File: src/rtl/spi_motor_command_slave_pkg.sv
// Shared types and constants for the SPI motor-command link.
package spi_motor_command_slave_pkg;

    localparam int unsigned SPI_WORD_WIDTH = 16;

    typedef enum logic [1:0] {
        StIdle  = 2'd0,
        StShift = 2'd1,
        StCheck = 2'd2
    } state_e;

    // Total number of bits in one full frame.
    function automatic int unsigned frame_bits(input int unsigned num_words,
                                               input int unsigned word_width);
        return num_words * word_width;
    endfunction

endpackage

File: src/rtl/spi_motor_command_slave_if.sv
// SPI pin bundle between the MCU (master) and the FPGA (slave).
interface spi_motor_command_slave_if;

    logic spi_sck;
    logic spi_cs_n;
    logic spi_mosi;
    logic spi_miso;

    modport master (output spi_sck, output spi_cs_n, output spi_mosi, input spi_miso);
    modport slave  (input spi_sck, input spi_cs_n, input spi_mosi, output spi_miso);

endinterface

File: src/rtl/spi_motor_command_slave_sync_edge.sv
// Two-flop synchronizer for one asynchronous input, with rise/fall pulses on the synced level.
module spi_motor_command_slave_sync_edge (
    input  logic clock,
    input  logic reset_n,
    input  logic async_in,
    output logic level,
    output logic rise,
    output logic fall
);

    logic meta_q;
    logic sync_q;
    logic prev_q;

    // Reset to 0 so a line already low at reset release never produces a fall pulse.
    always_ff @(posedge clock) begin
        if (!reset_n) begin
            meta_q <= 1'b0;
            sync_q <= 1'b0;
            prev_q <= 1'b0;
        end else begin
            meta_q <= async_in;
            sync_q <= meta_q;
            prev_q <= sync_q;
        end
    end

    assign level = sync_q;
    assign rise  = sync_q & ~prev_q;
    assign fall  = ~sync_q & prev_q;

endmodule

File: src/rtl/spi_motor_command_slave.sv
// SPI slave: receives per-motor duty/direction words, returns hall counts, watchdog on duty.
module spi_motor_command_slave
    import spi_motor_command_slave_pkg::*;
#(
    parameter int unsigned NUM_MOTORS       = 5,
    parameter int unsigned WORD_WIDTH       = SPI_WORD_WIDTH,
    parameter int unsigned DUTY_CYCLE_WIDTH = 10,
    parameter int unsigned WATCHDOG_CYCLES  = 1_000_000
) (
    input  logic                                   clock,
    input  logic                                   reset_n,
    spi_motor_command_slave_if.slave               spi,
    input  logic [NUM_MOTORS*WORD_WIDTH-1:0]       hall_count,
    output logic [NUM_MOTORS*DUTY_CYCLE_WIDTH-1:0] duty_cycle,
    output logic [NUM_MOTORS-1:0]                  direction,
    output logic                                   update,
    output logic                                   frame_error,
    output logic                                   watchdog_trip
);

    localparam int unsigned FrameBits = frame_bits(NUM_MOTORS, WORD_WIDTH);
    localparam int unsigned CntWidth  = $clog2(FrameBits + 2);
    localparam int unsigned WdWidth   = $clog2(WATCHDOG_CYCLES + 1);

    logic sck_level, sck_rise, sck_fall;
    logic cs_level, cs_rise, cs_fall;
    logic mosi_level, mosi_rise, mosi_fall;

    spi_motor_command_slave_sync_edge u_sync_sck (
        .clock(clock), .reset_n(reset_n), .async_in(spi.spi_sck),
        .level(sck_level), .rise(sck_rise), .fall(sck_fall)
    );
    spi_motor_command_slave_sync_edge u_sync_cs (
        .clock(clock), .reset_n(reset_n), .async_in(spi.spi_cs_n),
        .level(cs_level), .rise(cs_rise), .fall(cs_fall)
    );
    spi_motor_command_slave_sync_edge u_sync_mosi (
        .clock(clock), .reset_n(reset_n), .async_in(spi.spi_mosi),
        .level(mosi_level), .rise(mosi_rise), .fall(mosi_fall)
    );

    state_e                                 state_q;
    logic [CntWidth-1:0]                    bit_cnt_q;
    logic                                   overrun_q;
    logic [FrameBits-1:0]                   rx_q;
    logic [FrameBits-1:0]                   tx_q;
    logic                                   miso_q;
    logic [WdWidth-1:0]                     wd_cnt_q;
    logic [FrameBits-1:0]                   tx_snapshot;
    logic [NUM_MOTORS*DUTY_CYCLE_WIDTH-1:0] rx_duty;
    logic [NUM_MOTORS-1:0]                  rx_dir;

    // Word 0 is shifted first, so it sits in the top of the frame-ordered buffers.
    always_comb begin
        tx_snapshot = '0;
        rx_duty     = '0;
        rx_dir      = '0;
        for (int k = 0; k < NUM_MOTORS; k++) begin
            tx_snapshot[(NUM_MOTORS-1-k)*WORD_WIDTH +: WORD_WIDTH] =
                hall_count[k*WORD_WIDTH +: WORD_WIDTH];
            rx_duty[k*DUTY_CYCLE_WIDTH +: DUTY_CYCLE_WIDTH] =
                rx_q[(NUM_MOTORS-1-k)*WORD_WIDTH +: DUTY_CYCLE_WIDTH];
            rx_dir[k] = rx_q[(NUM_MOTORS-1-k)*WORD_WIDTH + WORD_WIDTH - 1];
        end
    end

    // Frame FSM, shift registers, committed outputs and watchdog.
    always_ff @(posedge clock) begin
        if (!reset_n) begin
            state_q       <= StIdle;
            bit_cnt_q     <= '0;
            overrun_q     <= 1'b0;
            rx_q          <= '0;
            tx_q          <= '0;
            miso_q        <= 1'b0;
            wd_cnt_q      <= '0;
            duty_cycle    <= '0;
            direction     <= '0;
            update        <= 1'b0;
            frame_error   <= 1'b0;
            watchdog_trip <= 1'b1;
        end else begin
            update      <= 1'b0;
            frame_error <= 1'b0;

            // Expiry zeroes duty only; a commit in CHECK below overrides this.
            if (wd_cnt_q != '0) begin
                wd_cnt_q <= wd_cnt_q - 1'b1;
                if (wd_cnt_q == WdWidth'(1)) begin
                    watchdog_trip <= 1'b1;
                    duty_cycle    <= '0;
                end
            end

            unique case (state_q)
                StIdle: begin
                    miso_q <= 1'b0;
                    if (cs_fall) begin
                        state_q   <= StShift;
                        tx_q      <= tx_snapshot;
                        miso_q    <= tx_snapshot[FrameBits-1];
                        bit_cnt_q <= '0;
                        overrun_q <= 1'b0;
                        rx_q      <= '0;
                    end
                end
                StShift: begin
                    if (cs_rise) begin
                        state_q <= StCheck;
                    end
                    if (sck_rise) begin
                        if (bit_cnt_q < CntWidth'(FrameBits)) begin
                            rx_q <= {rx_q[FrameBits-2:0], mosi_level};
                        end else begin
                            overrun_q <= 1'b1;
                        end
                        if (bit_cnt_q != CntWidth'(FrameBits + 1)) begin
                            bit_cnt_q <= bit_cnt_q + 1'b1;
                        end
                    end
                    // Zeros shift in behind the data, so miso idles low past the last bit.
                    if (sck_fall) begin
                        tx_q   <= {tx_q[FrameBits-2:0], 1'b0};
                        miso_q <= tx_q[FrameBits-2];
                    end
                end
                StCheck: begin
                    state_q <= StIdle;
                    miso_q  <= 1'b0;
                    if (bit_cnt_q == CntWidth'(FrameBits) && !overrun_q) begin
                        duty_cycle    <= rx_duty;
                        direction     <= rx_dir;
                        update        <= 1'b1;
                        wd_cnt_q      <= WdWidth'(WATCHDOG_CYCLES);
                        watchdog_trip <= 1'b0;
                    end else begin
                        frame_error <= 1'b1;
                    end
                end
                default: state_q <= StIdle;
            endcase
        end
    end

    // Gate with the raw pin so miso is low the moment chip select is released.
    assign spi.spi_miso = miso_q & ~spi.spi_cs_n;

    logic unused_sync;
    assign unused_sync = ^{sck_level, cs_level, mosi_rise, mosi_fall};

endmodule

File: src/flat_wrapper.sv
// flat-port wrapper written by rule: the top's interface ports become plain ports
module spi_motor_command_slave_flat import spi_motor_command_slave_pkg::*;
#(
    parameter int unsigned NUM_MOTORS       = 5,
    parameter int unsigned WORD_WIDTH       = SPI_WORD_WIDTH,
    parameter int unsigned DUTY_CYCLE_WIDTH = 10,
    parameter int unsigned WATCHDOG_CYCLES  = 1_000_000
)
  (clock, reset_n, hall_count, duty_cycle, direction, update, frame_error, watchdog_trip, spi_spi_sck, spi_spi_cs_n, spi_spi_mosi, spi_spi_miso);
  spi_motor_command_slave_if spi_i ();
  input  logic clock;
  input  logic reset_n;
  input  logic [NUM_MOTORS*WORD_WIDTH-1:0] hall_count;
  output logic [NUM_MOTORS*DUTY_CYCLE_WIDTH-1:0] duty_cycle;
  output logic [NUM_MOTORS-1:0] direction;
  output logic update;
  output logic frame_error;
  output logic watchdog_trip;
  input wire logic [$bits(spi_i.spi_sck)-1:0] spi_spi_sck;
  input wire logic [$bits(spi_i.spi_cs_n)-1:0] spi_spi_cs_n;
  input wire logic [$bits(spi_i.spi_mosi)-1:0] spi_spi_mosi;
  output wire logic [$bits(spi_i.spi_miso)-1:0] spi_spi_miso;
  assign spi_i.spi_sck = spi_spi_sck;
  assign spi_i.spi_cs_n = spi_spi_cs_n;
  assign spi_i.spi_mosi = spi_spi_mosi;
  assign spi_spi_miso = spi_i.spi_miso;
  spi_motor_command_slave #(.NUM_MOTORS(NUM_MOTORS), .WORD_WIDTH(WORD_WIDTH), .DUTY_CYCLE_WIDTH(DUTY_CYCLE_WIDTH), .WATCHDOG_CYCLES(WATCHDOG_CYCLES)) u_core (.clock(clock), .reset_n(reset_n), .spi(spi_i), .hall_count(hall_count), .duty_cycle(duty_cycle), .direction(direction), .update(update), .frame_error(frame_error), .watchdog_trip(watchdog_trip));
endmodule
File: config.mk
export PLATFORM = sky130hd
export DESIGN_NAME = spi_motor_command_slave_flat
export DESIGN_NICKNAME = d
export VERILOG_FILES = /design/src/rtl/spi_motor_command_slave_pkg.sv /design/src/rtl/spi_motor_command_slave_if.sv /design/src/rtl/spi_motor_command_slave_sync_edge.sv /design/src/rtl/spi_motor_command_slave.sv /design/src/flat_wrapper.sv
export SDC_FILE = /design/constraint.sdc
export NUM_CORES = 1
export LEC_CHECK = 0
export ABC_AREA = 0
export CAP_MARGIN = 5
export CORE_MARGIN = 2
export CORE_UTILIZATION = 50
export DETAILED_ROUTE_END_ITERATION = 7
export GPL_TIMING_DRIVEN = 0
export HOLD_SLACK_MARGIN = 0.08
export PLACE_DENSITY = 0.79
export RECOVER_POWER = 100
export SLEW_MARGIN = 20
export SYNTH_ARGS = -nofsm -noshare
export SYNTH_HDL_FRONTEND = slang
export SYNTH_SLANG_ARGS = --single-unit
export TNS_END_PERCENT = 100
File: constraint.sdc
create_clock -name clock -period 2.1 [get_ports clock]
set_input_delay 0.21 -clock clock [delete_from_list [all_inputs] [get_ports clock]]
set_output_delay 0.21 -clock clock [all_outputs]
set_load 0.02 [all_outputs]
==> results of run 1 <==
where the power goes:
group | switching, mW | total (mW) | internal, mW
registers | 0.297 | 5.40 | 5.10
logic | 1.36 | 2.42 | 1.06
clock network | 1.88 | 4.86 | 2.98
registers in the layout, indices dropped and copies added, names as in the netlist, 2 cells and up:
name	count
u_core.state_q	2
u_core.direction	5
u_core.rx_q	80
u_core.bit_cnt_q	7
u_core.duty_cycle	50
u_core.tx_q	79
u_core.wd_cnt_q	20
cell families after synthesis:
group,after synthesis,synth area share
AND/OR/NAND/NOR,229,0.122
buffers and inverters,85,0.0451
multiplexers,83,0.0840
adder cells (fa/ha/maj),10,0.0126
flip-flops,256,0.518
AO/OA/AOI/OAI,284,0.219
cell usage in the layout, fill, tap and decap left out, types with 5 or more instances in the layout:
cell,instances
nor2_1,94
or4_1,5
clkbuf_8,10
clkdlybuf4s50_1,125
a211oi_2,6
buf_6,13
clkbuf_4,15
a211oi_1,75
o21ai_0,18
nand3_1,7
nand2_1,43
a22o_1,115
mux2i_1,83
and2_1,7
dlygate4sd3_1,17
nand4_1,8
clkbuf_16,27
nand2b_1,12
inv_1,10
or3_1,6
o22ai_1,16
clkbuf_1,24
buf_4,11
buf_2,15
a21oi_1,26
nor3_1,6
ha_1,9
dfxtp_1,254
layer usage:
metal	vias up	GRT usage	routed length [µm]
met3	40	0.0540	1430
met5	-	0	0
met2	212	0.345	10200
met4	0	0.0542	466
met1	3672	0.272	9860
li1	3867	-	-
stage by stage:
step / TNS, ns / hold WS [ns]
CTS: 0 / 0.214
global placement: -9.32 / 0.420
floorplan: 0 / 0.337
global route: -0.197 / 0.276
detailed placement: -15.45 / 0.423
finish: 0 / 0.254
worst max path at each step:
| stage | startpoint | end | cells after the start |
|---|---|---|---|
| 2_1_floorplan | u_core.state_q[0] | u_core.tx_q[53] | 8 |
| 3_3_place_gp | u_core.state_q[0] | u_core.tx_q[57] | 8 |
| 3_5_place_dp | u_core.state_q[0] | u_core.tx_q[54] | 8 |
| 4_1_cts | u_core.state_q[1] | u_core.rx_q[13] | 8 |
| 5_1_grt | u_core.state_q[0] | u_core.tx_q[60] | 9 |
| 6_report | u_core.bit_cnt_q[0] | u_core.duty_cycle[21] | 7 |
repair_timing:
item / in CTS / in global routing
endpoints found under the setup margin: 193 / 182
buffers inserted: 0 / 2
gates resized for setup: 9 / 48
pin swaps: 1 / 2
cloned: 0 / 1
worst register-to-register path: cells and delay by family, from the launching register on:
| family | cells | cell delay (ns) |
|---|---|---|
| buffers and inverters | 2 | 0.32 |
| adder cells (fa/ha/maj) | 1 | 0.22 |
| AO/OA/AOI/OAI | 3 | 0.81 |
| AND/OR/NAND/NOR | 1 | 0.18 |
| flip-flops | 1 | 0.42 |
layout make-up:
type	count	area [µm²]
plain buffers	74	487
flip-flops and latches	256	5130
repair buffers	145	1440
fillers	1502	6690
well taps	265	332
clock buffers	44	840
inverters	10	37.5
multi-input cells	606	4410
clock inverters	6	97.6
==> impl_metrics.csv, run 1 <==
group,metric,value,unit
sta,post-route-period-util,0.950,
clocking,insertion_delay,0.53,ns
worst_hold_path,hold_end,"u_core.frame_error",
power,power,12.7,mW
place,dp_slack,-0.220,ns
setup_path,critical_path_class,"register to register",
setup_path,required,2.57,ns
setup_path,path_cells,"inv_1 > ha_1 > nor4b_2 > a21o_2 > a21oi_4 > buf_6 > a22o_1",
place,placed_cells,1354,
die,start_util,0.508,
setup_path,crit_family,"compound AO/OA/AOI/OAI gates",
sta,slew_viol_final,0,
routing,drcViolationCount,0,
power,power_leakage,4.59,nW
routing,ant_nets,0,
die,die_area,20900,µm²
worst_hold_path,min-delay-start,"reset_n",
yosys,synth.distinct_cells,57,
setup_path,worst-path-max-fanout,10,
global_routing,grt_pass1_wl,36200,µm
yosys,syn_area,9890,µm²
sta,layout_setup_ws,0.106,ns
clocking,cts_tree,"done",
yosys,yosysMostFrequentCell,"dfxtp_1",
yosys,syn_area_per_cell,10.4,µm²
cells_and_area,stdcell_count,1406,
setup_path,max_stage_delay,0.42,ns
die,die_y,145,µm
setup_path,crit_slowest_cell,"dfxtp_1",
global_routing,grt_antenna_before_repair,0,
yosys,synth_edf_count,0,
sta,worst_slew_pin_slew,0.733,ns
status,status,"finished clean",
power,power-per-cell-area,993,nW/µm²
place,hpwlAfterDp,15200,µm
run,drv_cap,0,
sta,rsz0062_at_grt,"yes",
clocking,htreeDepth,1,
cells_and_area,layout.nets,1215,
die,ios,144,
cells_and_area,final_util,0.656,
cells_and_area,final_area,12800,µm²
clocking,clk_path_buf_depth,3,
yosys,synthTopCellsByArea,"dfxtp_1 (52%), a22o_1 (10%), mux2i_1 (8.4%)",
yosys,seq_area_frac_synth,0.518,
setup_path,r2r_start,"u_core.bit_cnt_q[0]",
die,num_rows,51,
setup_path,crit_buf_inv,2,
yosys,ys_async_sr_fraction,0,
yosys,postSynthCellCount,947,
routing,dr_total_vias,7791,
cells_and_area,syn_to_final_growth,29.1,%
die,die_w,145,µm
setup_path,cp.arrival,2.46,ns
setup_path,start_kind,"register",
yosys,ys_warn_count,0,
routing,vias_per_cell,5.54,
place,placed_area,11600,µm²
global_routing,grt_overflow,0,
power,ir_worst_vdd,0.601,mV
routing,drtIter0Drc,342,
clocking,cts_hold_buf,0,
sta,final_hold_viol_count,0,
clocking,cts-root-buf,"clkbuf_16",
clocking,cts_buffers,27,
global_routing,groute.usage.overall,0.209,
setup_path,critPathCaptureType,"register",
global_routing,grt_max_degree,15,
global_routing,grt_pass1_vias,7465,
sta,period_minus_slack,1.99,ns
worst_hold_path,hold_class,"input port to register",
setup_path,worstRegToRegCells,7,
sta,worst_clock_skew,0.00789,ns
setup_path,rr_endpoint,"u_core.duty_cycle[21]",
routing,wl,21900,µm
sta,finalSetupViolCount,0,
sta,fmax,501,MHz
cells_and_area,antenna_cells,0,
place,globalplace.congestion,0.829,
routing,wire_per_inst,15.6,µm
yosys,synth_top_area_cell,"dfxtp_1",
clocking,clk_pin_slew,0.06,ns
cells_and_area,drive_gt1_frac,0.115,
setup_path,reg2reg_slack,0.11,ns
clocking,clock_sinks,256,
sta,slew_headroom,0.512,
yosys,syn_nets,1042,
die,core,19500,µm²
yosys,synth-seq-cells,256,
yosys,synth_top_area_share,0.518,
worst_hold_path,hold-path-cell-count,3,
place,io_buffer_count,142,
yosys,synth-main-ff-cell,"dfxtp_1",
yosys,synth.top_cells.by_count,"dfxtp_1 (256), a22o_1 (115), nor2_1 (94), mux2i_1 (83), a211oi_1 (81)",
routing,drt_first_pass_iters,5,
(Power assumes the default switching activity.)
==> inputs of run 2 (changes only) <==
- RECOVER_POWER: 100 -> unset
- SLEW_MARGIN: 20 -> unset
- TNS_END_PERCENT: 100 -> unset
==> run 2 against run 1 <==
Against the previous run: largest power group unchanged; setup slack got worse by 0.0036 ns; sequential power barely moved; sequential share of layout area did not move; via count rose by 0.18%; highest routed layer unchanged.
==> impl_metrics.csv, run 2 (same netlist as run 1, synthesis figures left out) <==
group,metric,value,unit
cells_and_area,layout.nets,1215,
power,p_seq_frac,0.426,
cells_and_area,stdcell_count,1406,
die,ios,144,
global_routing,grt_antenna_before_repair,0,
setup_path,start_kind,"register",
clocking,insertion_delay,0.53,ns
setup_path,reg2reg_slack,0.10,ns
power,power_frac_clock,0.383,
setup_path,required,2.57,ns
place,globalplace.congestion,0.829,
die,core,19500,µm²
global_routing,grt_pass1_vias,7465,
routing,drtIter0Drc,354,
sta,final_hold_viol_count,0,
sta,fmax,501,MHz
setup_path,worst-path-max-fanout,10,
routing,drt_first_pass_iters,5,
routing,vias_per_cell,5.55,
power,p_sw_frac,0.279,
power,power,12.7,mW
die,die_area,20900,µm²
routing,dr_total_vias,7805,
worst_hold_path,hold_class,"input port to register",
global_routing,grt_pass1_wl,36200,µm
sta,finalSetupViolCount,0,
power,power-per-cell-area,992,nW/µm²
die,die_y,145,µm
power,switchingPower,3.53,mW
power,power_leakage,4.53,nW
global_routing,groute.usage.overall,0.209,
routing,ant_nets,0,
cells_and_area,syn_to_final_growth,29.1,%
status,status,"finished clean",
global_routing,grt_overflow,0,
die,die_w,145,µm
cells_and_area,top_regs,"u_core.rx_q (80), u_core.tx_q (79), u_core.duty_cycle (50)",
cells_and_area,largest_reg_flops,80,
sta,worst_slew_pin_slew,0.733,ns
setup_path,critical_path_class,"register to register",
setup_path,critPathCaptureType,"register",
power,pwr-share-comb,0.191,
die,num_rows,51,
clocking,cts_buffers,27,
cells_and_area,final_cell_mix,"dfxtp_1 (254), clkdlybuf4s50_1 (142), a22o_1 (115)",
setup_path,cp.arrival,2.47,ns
setup_path,max_stage_delay,0.42,ns
sta,worst_clock_skew,0.00785,ns
sta,post-route-period-util,0.951,
global_routing,grt_max_degree,15,
clocking,cts-root-buf,"clkbuf_16",
clocking,htreeDepth,1,
power,ir_worst_vdd,0.603,mV
routing,wl,21900,µm
setup_path,crit_buf_inv,2,
clocking,clk_pin_slew,0.06,ns
sta,period_minus_slack,2.00,ns
setup_path,crit_slowest_cell,"dfxtp_1",
cells_and_area,final_common_cell,"dfxtp_1",
place,hpwlAfterDp,15200,µm
routing,drcViolationCount,0,
sta,slew_headroom,0.512,
clocking,clock_sinks,256,
sta,rsz0062_at_grt,"yes",
setup_path,crit_family,"compound AO/OA/AOI/OAI gates",
clocking,cts_tree,"done",
clocking,cts_hold_buf,0,
power,intPower,9.14,mW
setup_path,path_cells,"inv_1 > ha_1 > nor4b_2 > a21o_2 > a21oi_4 > buf_6 > a22o_1",
clocking,clk_path_buf_depth,3,
cells_and_area,drive_gt1_frac,0.115,
cells_and_area,top_register,"u_core.rx_q",
cells_and_area,antenna_cells,0,
sta,slew_viol_final,0,
place,io_buffer_count,142,
run,drv_cap,0,
die,start_util,0.508,
place,placed_cells,1354,
routing,wire_per_inst,15.6,µm
[run 2: cell count changes in the layout (fill, tap and decap cells not counted)]
cell,change
and2_0,-2
and2_1,+2
clkdlybuf4s50_1,+17
dlygate4sd3_1,-17
[run 2: area by class of cell]
class | count | area [µm²]
well taps | 265 | 332
inverters | 10 | 37.5
multi-input cells | 606 | 4410
repair buffers | 145 | 1440
clock buffers | 44 | 840
fillers | 1502 | 6690
flip-flops and latches | 256 | 5130
clock inverters | 6 | 97.6
plain buffers | 74 | 487
[run 2: metal layers]
| layer | vias to the layer above | track usage | share of wire |
|---|---|---|---|
| met5 | - | 0 | 0 |
| met4 | 0 | 0.0542 | 0.021 |
| met3 | 38 | 0.0540 | 0.066 |
| met2 | 212 | 0.345 | 0.46 |
| met1 | 3683 | 0.272 | 0.45 |
| li1 | 3872 | - | - |
[run 2: final timing paths]
| kind | from | end | depth (start not counted) |
|---|---|---|---|
| setup reg to reg | u_core.bit_cnt_q[0] | u_core.duty_cycle[21] | 7 |
| setup / recovery | u_core.bit_cnt_q[0] | u_core.duty_cycle[21] | 7 |
| hold reg to reg | u_core.u_sync_cs.meta_q | u_core.u_sync_cs.level | 1 |
| hold / removal | reset_n | u_core.frame_error | 3 |
[run 2: power groups by stage]
| stage | logic, mW | registers [mW] | clock network [mW] |
|---|---|---|---|
| after floorplan | 1.79 | 5.42 | 0 |
| after global placement | 2.32 | 5.48 | 0 |
| after detailed placement | 2.35 | 5.49 | 0 |
| after CTS | 2.38 | 5.39 | 4.93 |
| after global routing | 2.64 | 5.43 | 5.14 |
| final | 2.42 | 5.40 | 4.86 |
[run 2: worst register-to-register path, delay by kind of cell (launching register included)]
| family | cells | cell delay, ns |
|---|---|---|
| adder cells (fa/ha/maj) | 1 | 0.22 |
| AND/OR/NAND/NOR | 1 | 0.18 |
| AO/OA/AOI/OAI | 3 | 0.81 |
| flip-flops | 1 | 0.42 |
| buffers and inverters | 2 | 0.32 |
[run 2: what timing repair did]
| item | 4_1_cts | 5_1_grt |
|---|---|---|
| setup buffers | 0 | 2 |
| setup endpoints to repair | 193 | 182 |
| gates resized for setup | 9 | 48 |
| cloned | 0 | 1 |
| pin swaps | 1 | 2 |
[run 2: through the flow]
step	cell area (µm²)	utilization	hold WS (ns)	TNS, ns	worst slack (ns)
3_5_place_dp	11600	0.598	0.423	-15.45	-0.220
5_1_grt	12800	0.656	0.276	-0.197	-0.0173
4_1_cts	12600	0.648	0.214	0	0.00626
2_1_floorplan	9890	-	0.337	0	0.205
3_3_place_gp	11600	0.598	0.420	-9.32	-0.183
6_report	12800	0.656	0.256	0	0.102
